<file path="src/rtl/pam.sv">
// Flat-top PAM generator: an internal sine ROM sampled by an internal
// phase counter, emitted as a registered, optionally shifted pulse train.
module pam #(
   parameter int DIV         = 4,
   parameter int PULSE_WIDTH = 2,
   parameter int SHIFT       = 0
) (
   input  logic        clk,
   input  logic        rst,
   output logic [0:31] pam_out
);

   localparam int CW = (DIV > 2) ? $clog2(DIV) : 1;

   logic [CW-1:0] cnt;
   logic [3:0]    idx;
   logic [7:0]    msg;
   logic          last;
   logic          high;
   logic [31:0]   sample;

   // round(128 + 127*sin(2*pi*k/16))
   always_comb begin
      msg = 8'd128;
      unique case (idx)
         4'd0:  msg = 8'd128;
         4'd1:  msg = 8'd177;
         4'd2:  msg = 8'd218;
         4'd3:  msg = 8'd245;
         4'd4:  msg = 8'd255;
         4'd5:  msg = 8'd245;
         4'd6:  msg = 8'd218;
         4'd7:  msg = 8'd177;
         4'd8:  msg = 8'd128;
         4'd9:  msg = 8'd79;
         4'd10: msg = 8'd38;
         4'd11: msg = 8'd11;
         4'd12: msg = 8'd1;
         4'd13: msg = 8'd11;
         4'd14: msg = 8'd38;
         4'd15: msg = 8'd79;
      endcase
   end

   assign last   = (cnt == CW'(DIV - 1));
   assign high   = (int'(cnt) < PULSE_WIDTH);
   assign sample = {24'd0, msg} << SHIFT;

   always_ff @(posedge clk) begin
      if (rst) begin
         cnt     <= '0;
         idx     <= 4'd0;
         pam_out <= 32'd0;
      end else begin
         cnt     <= last ? '0 : cnt + 1'b1;
         idx     <= last ? idx + 4'd1 : idx;
         pam_out <= high ? sample : 32'd0;
      end
   end

endmodule

</file>
<file path="config.mk">
export PLATFORM = sky130hd
export DESIGN_NAME = pam
export DESIGN_NICKNAME = d
export VERILOG_FILES = /design/src/rtl/pam.sv
export SDC_FILE = /design/constraint.sdc
export NUM_CORES = 1
export LEC_CHECK = 0
export CAP_MARGIN = 0
export CORE_ASPECT_RATIO = 1.25
export CORE_MARGIN = 1
export CORE_UTILIZATION = 26
export CTS_CLUSTER_DIAMETER = 100
export DETAILED_ROUTE_END_ITERATION = 7
export HOLD_SLACK_MARGIN = 0.05
export PLACE_DENSITY = 0.64
export SLEW_MARGIN = 15
export SYNTH_ARGS = -nofsm -noshare
export SYNTH_HDL_FRONTEND = slang
export SYNTH_SLANG_ARGS = --single-unit
</file>
<file path="constraint.sdc">
create_clock -name clk -period 1.6 [get_ports clk]
set_input_delay 0.32 -clock clk [delete_from_list [all_inputs] [get_ports clk]]
set_output_delay 0.32 -clock clk [all_outputs]
set_load 0.05 [all_outputs]
</file>
* Word-level counts from Yosys, hierarchy flattened *
Memories as Yosys holds them, arrays and structs flattened. A register that Yosys moved wholly into a read port is not among the register bits.
Cells that the tools add are included.

word-level totals
  register bits = 30
  latch bits = 0
  bits in writable memories = 0
  memory bits (read-only) = 128
  input port bits = 2
  output and inout bits = 32
  logic and storage cells = 11
  memories kept = 1

operators by class
  add/subtract/negate cells = 2
  multipliers = 0
  divide/modulo/power cells = 0
  order comparisons = 1
  equal/unequal tests = 1
  shift-type cells = 0
  multiplexer cells = 0
  bitwise gates (word level) = 1
  reductions and logical operators = 2

memories
  name             depth  bits a word  rd ports  clocked after memory_dff  wr ports  line  text
  (no name shown)  16     8            1         1                         0         25    unique case (idx)

operator list
  operator             number
  $add 4x1->4 const B  1
  $reduce_or 2->1      2
  $add 2x1->2 const B  1
  $eq 2x2->1 const B   1
  $lt 2x2->1 const B   1
  $not 1->1            1

* Depth between registers and ports, before layout *
Gate-level depths: netlist of run 1.

  depth in word-level cells = 3
  depth in mapped cells = 5
  mapped depth without buffers = 5

* Worst setup path after synthesis of run 1 *
OpenSTA, ideal clock, no wires.

  path kind = reg-to-reg
  from = register idx[1]
  to = register pam_out[25] (netlist bit)
  arrival = 1.308 ns
  data required time = 1.483 ns
  path slack = 0.175 ns
  stages on the path, launching flop included = 5
  path buffers = 0
  path through = dfxtp_1 inv_1 ha_1 mux4_1 nor2b_4

RTL lines
  what                    line  text
  from (decl)             16    logic [3:0] idx;
  from (signal assigned)  56    idx <= last ? idx + 4'd1 : idx;
  to (decl)               10    output logic [0:31] pam_out

==> impl_results.md, run 1 <==
- Skew final: approximately 0.0022 ns
- Final hold violations: 0
- Area after DPL: 869.6 um^2
- Via/cell ratio: 3.745
- Tot GR Track Use: 0.07710
- Critical path depth: 4
- # IOs: 34
- Reg2reg setup slack: 0.12 ns
- Seq cells post-synth: 14
- Initial antenna violation count: 0
- Cell area after layout: 905.9 um^2
- Largest net degree at the start of global routing: 13
- Synth Warn #: 0
- Seq/Total Area, Yosys: 0.3323
- Pre-CTS setup slack: 0.1264 ns
- Worst path cell trace: ha_1 > inv_1 > mux4_1 > nor2b_4
- Total Power: 0.8420 mW
- First-pass GRT wire length: 1.897 mm
- Fillers: 323
- Final WS setup: 0.1211 ns
- Adder and majority gate portion of the synthesized area: 0.1187
- CP max stage delay: 0.51 ns
- Fin crit period: 1.479 ns
- Port bufs: 9
- Clock transition at path regs: 0.09 ns
- CTS tree: yes
- Synth cell types: 26
- Hold Slack: 0.4294 ns
- Chip Width: 52.94 um
- Netlist Area Pre-Place: 843.3 um^2
- Final TNS setup: 0 ns
- Leak pwr: roughly 0.42 nW
- R2r worst-path depth: 4
- Endpoints failing setup: 0
- Slew Limit Fails: 0
- H-tree depth: 1
- Cell Pwr Density: 929.5 mW/mm^2
- WP data required: 1.77 ns
- TritonRoute pass-1 iters: 4
- Routed via count: 513
- Fin cells: between 100 and 150
- Root buffer cell: clkbuf_4
- Die height: 65.68 um
- Nets: 112
- Starting density of the core: 0.2811
- Post-CTS Setup Bufs: 0
- Worst path bufs/invs: 1
- WHS Endpoint: cnt[0]
- Largest delay share family, worst path: flip-flops
- CTS resizes: 0
- Synth Area in Simple Gates: 0.1261
- Clock Path Buffers: 2
- Max cap viols: 0
- GPL Wtd Cong: 0.7749
- ANT cells: 0
- FP Rows: 22
- Hold_buf cts: 0
- Critical Path AT: 1.65 ns
- Crit start category: flip-flop
- Clock Latency Late Sink: 0.28 ns
- Status: completed
- VDD IR-drop max: about 370 uV
- Syn-to-layout area delta: 7.418%
- Slowest stage cell, crit path: dfxtp_1
- Crit Path Max Fanout: 8
- Gr ovfl total: 0
- Die area: 0.003477 mm^2
- Num CTS Buffers: 3
- Register area: approximately 280 um^2
- Hold path cells: 1
- CTS Sinks: 14
- F_max: 676.2 MHz
- Synth Instances: between 80 and 90
- CP endpoint kind: flip-flop
- Combined area of the multi-input logic cells: about 430 um^2
- Final wirelength: 1.224 mm
- Worst Setup Path Type: reg -> reg
- Syn avg cell area: 9.475 um^2
- RR Startpoint: idx[0]
- Largest family of logic cells by synthesized area: buffers and inverters
- Tcrit/Tclk final: 0.9243
- Core area: 0.003000 mm^2
- Compound-Gate Fraction of Synth Area: 0.07715
- Drc violations: 0
- Cell count after placement: 133
- Hpwl dp: around 940 um
- Util after Layout: 0.3019
- Vias in the first global route: 440
- Proportion of layout cells with a drive suffix above 1: 0.1782
- Reg-to-Reg End: pam_out[25]
- Routed Antenna Nets: 0
- XOR/XNOR Fraction of Synth Area: 0.04154
- Worst Hold Class: reg -> reg
- DRC marker count from the first detailed-route iteration: 5
- RSZ-0062 raised after global routing: no
- Hold Crit Start: cnt[0]
- Mux contribution to synthesized area: 0.04303
- DR WL/cell: 8.934 um
per-layer routing:
layer  GRT usage  vias to the layer above  part of all wire
li1            -                      261                 -
met1     0.08774                      229              0.45
met2      0.1234                       21              0.48
met3     0.02083                        2             0.055
met4     0.04934                        0            0.0098
met5           0                        -                 0
cells in the final DEF (no fill, tap or decap), types with 3 or more instances in the layout:
master and instances:
clkbuf_4 3, nor2_1 7, ha_1 8, a21oi_1 4, dfxtp_1 14, nand2_1 3
inv_1 3, xor2_1 3, buf_4 12, conb_1 24
worst register-to-register path, stage by stage (launching register included):
cell and delay (ns):
dfxtp_1 0.51, ha_1 0.21, inv_1 0.04, mux4_1 0.48, nor2b_4 0.13
report_power, final:
| group | switching (mW) | total, mW | internal [mW] |
|---|---|---|---|
| logic | 0.178 | 0.212 | 0.0343 |
| registers | 0.00970 | 0.373 | 0.363 |
| clock network | 0.119 | 0.257 | 0.138 |
Yosys cell counts, drive strengths merged:
library cell / number / area share
xnor2: 1 / 0.010
ha: 8 / 0.12
nand2b: 2 / 0.015
mux2i: 1 / 0.012
conb: 1 / 0.0044
buf: 26 / 0.23
clkbuf: 2 / 0.010
xor2: 3 / 0.031
nor3: 2 / 0.012
inv: 3 / 0.013
nor2b: 3 / 0.031
a21oi: 4 / 0.024
a211o: 2 / 0.021
nand4: 1 / 0.0074
or2: 1 / 0.0074
dfxtp: 14 / 0.33
nor2: 7 / 0.031
nand2: 3 / 0.013
a211oi: 3 / 0.033
nor3b: 1 / 0.0089
mux4: 1 / 0.031
sequential cells by signal (all words and copies together), names as in the netlist:
register	flops
cnt	2
idx	4
pam_out	8
cells by family (layout without fill, tap and decap cells):
kind of cell	count (synthesis)	in the layout
adder cells (fa/ha/maj)	8	8
flip-flops	14	14
AO/OA/AOI/OAI	9	9
other	1	24
buffers and inverters	31	20
multiplexers	2	2
AND/OR/NAND/NOR	20	20
XOR/XNOR	4	4
worst max path at each step:
stage / from / slack (ns) / to
floorplan: idx[1] / 0.17 / pam_out[25]
global placement: rst / 0.18 / pam_out[31]
detailed placement: idx[0] / 0.13 / pam_out[25]
CTS: idx[0] / 0.11 / pam_out[25]
global route: idx[0] / 0.02 / pam_out[29]
finish: idx[0] / 0.12 / pam_out[25]
cell type report:
| class | count | area share |
|---|---|---|
| multi-input cells | 67 | 0.4779 |
| flip-flops and latches | 14 | 0.3094 |
| repair buffers | 13 | 0.1105 |
| well taps | 36 | 0.04972 |
| clock buffers | 4 | 0.04006 |
| inverters | 3 | 0.01243 |
No activity file was read; power rests on OpenSTA's default activity.
==> inputs of run 2 (changes only) <==
- CTS_CLUSTER_DIAMETER: 100 -> unset
- TNS_END_PERCENT: unset -> 30
==> results of run 2 <==
No change in the layout: final DEF, timing and power equal those of run 1.
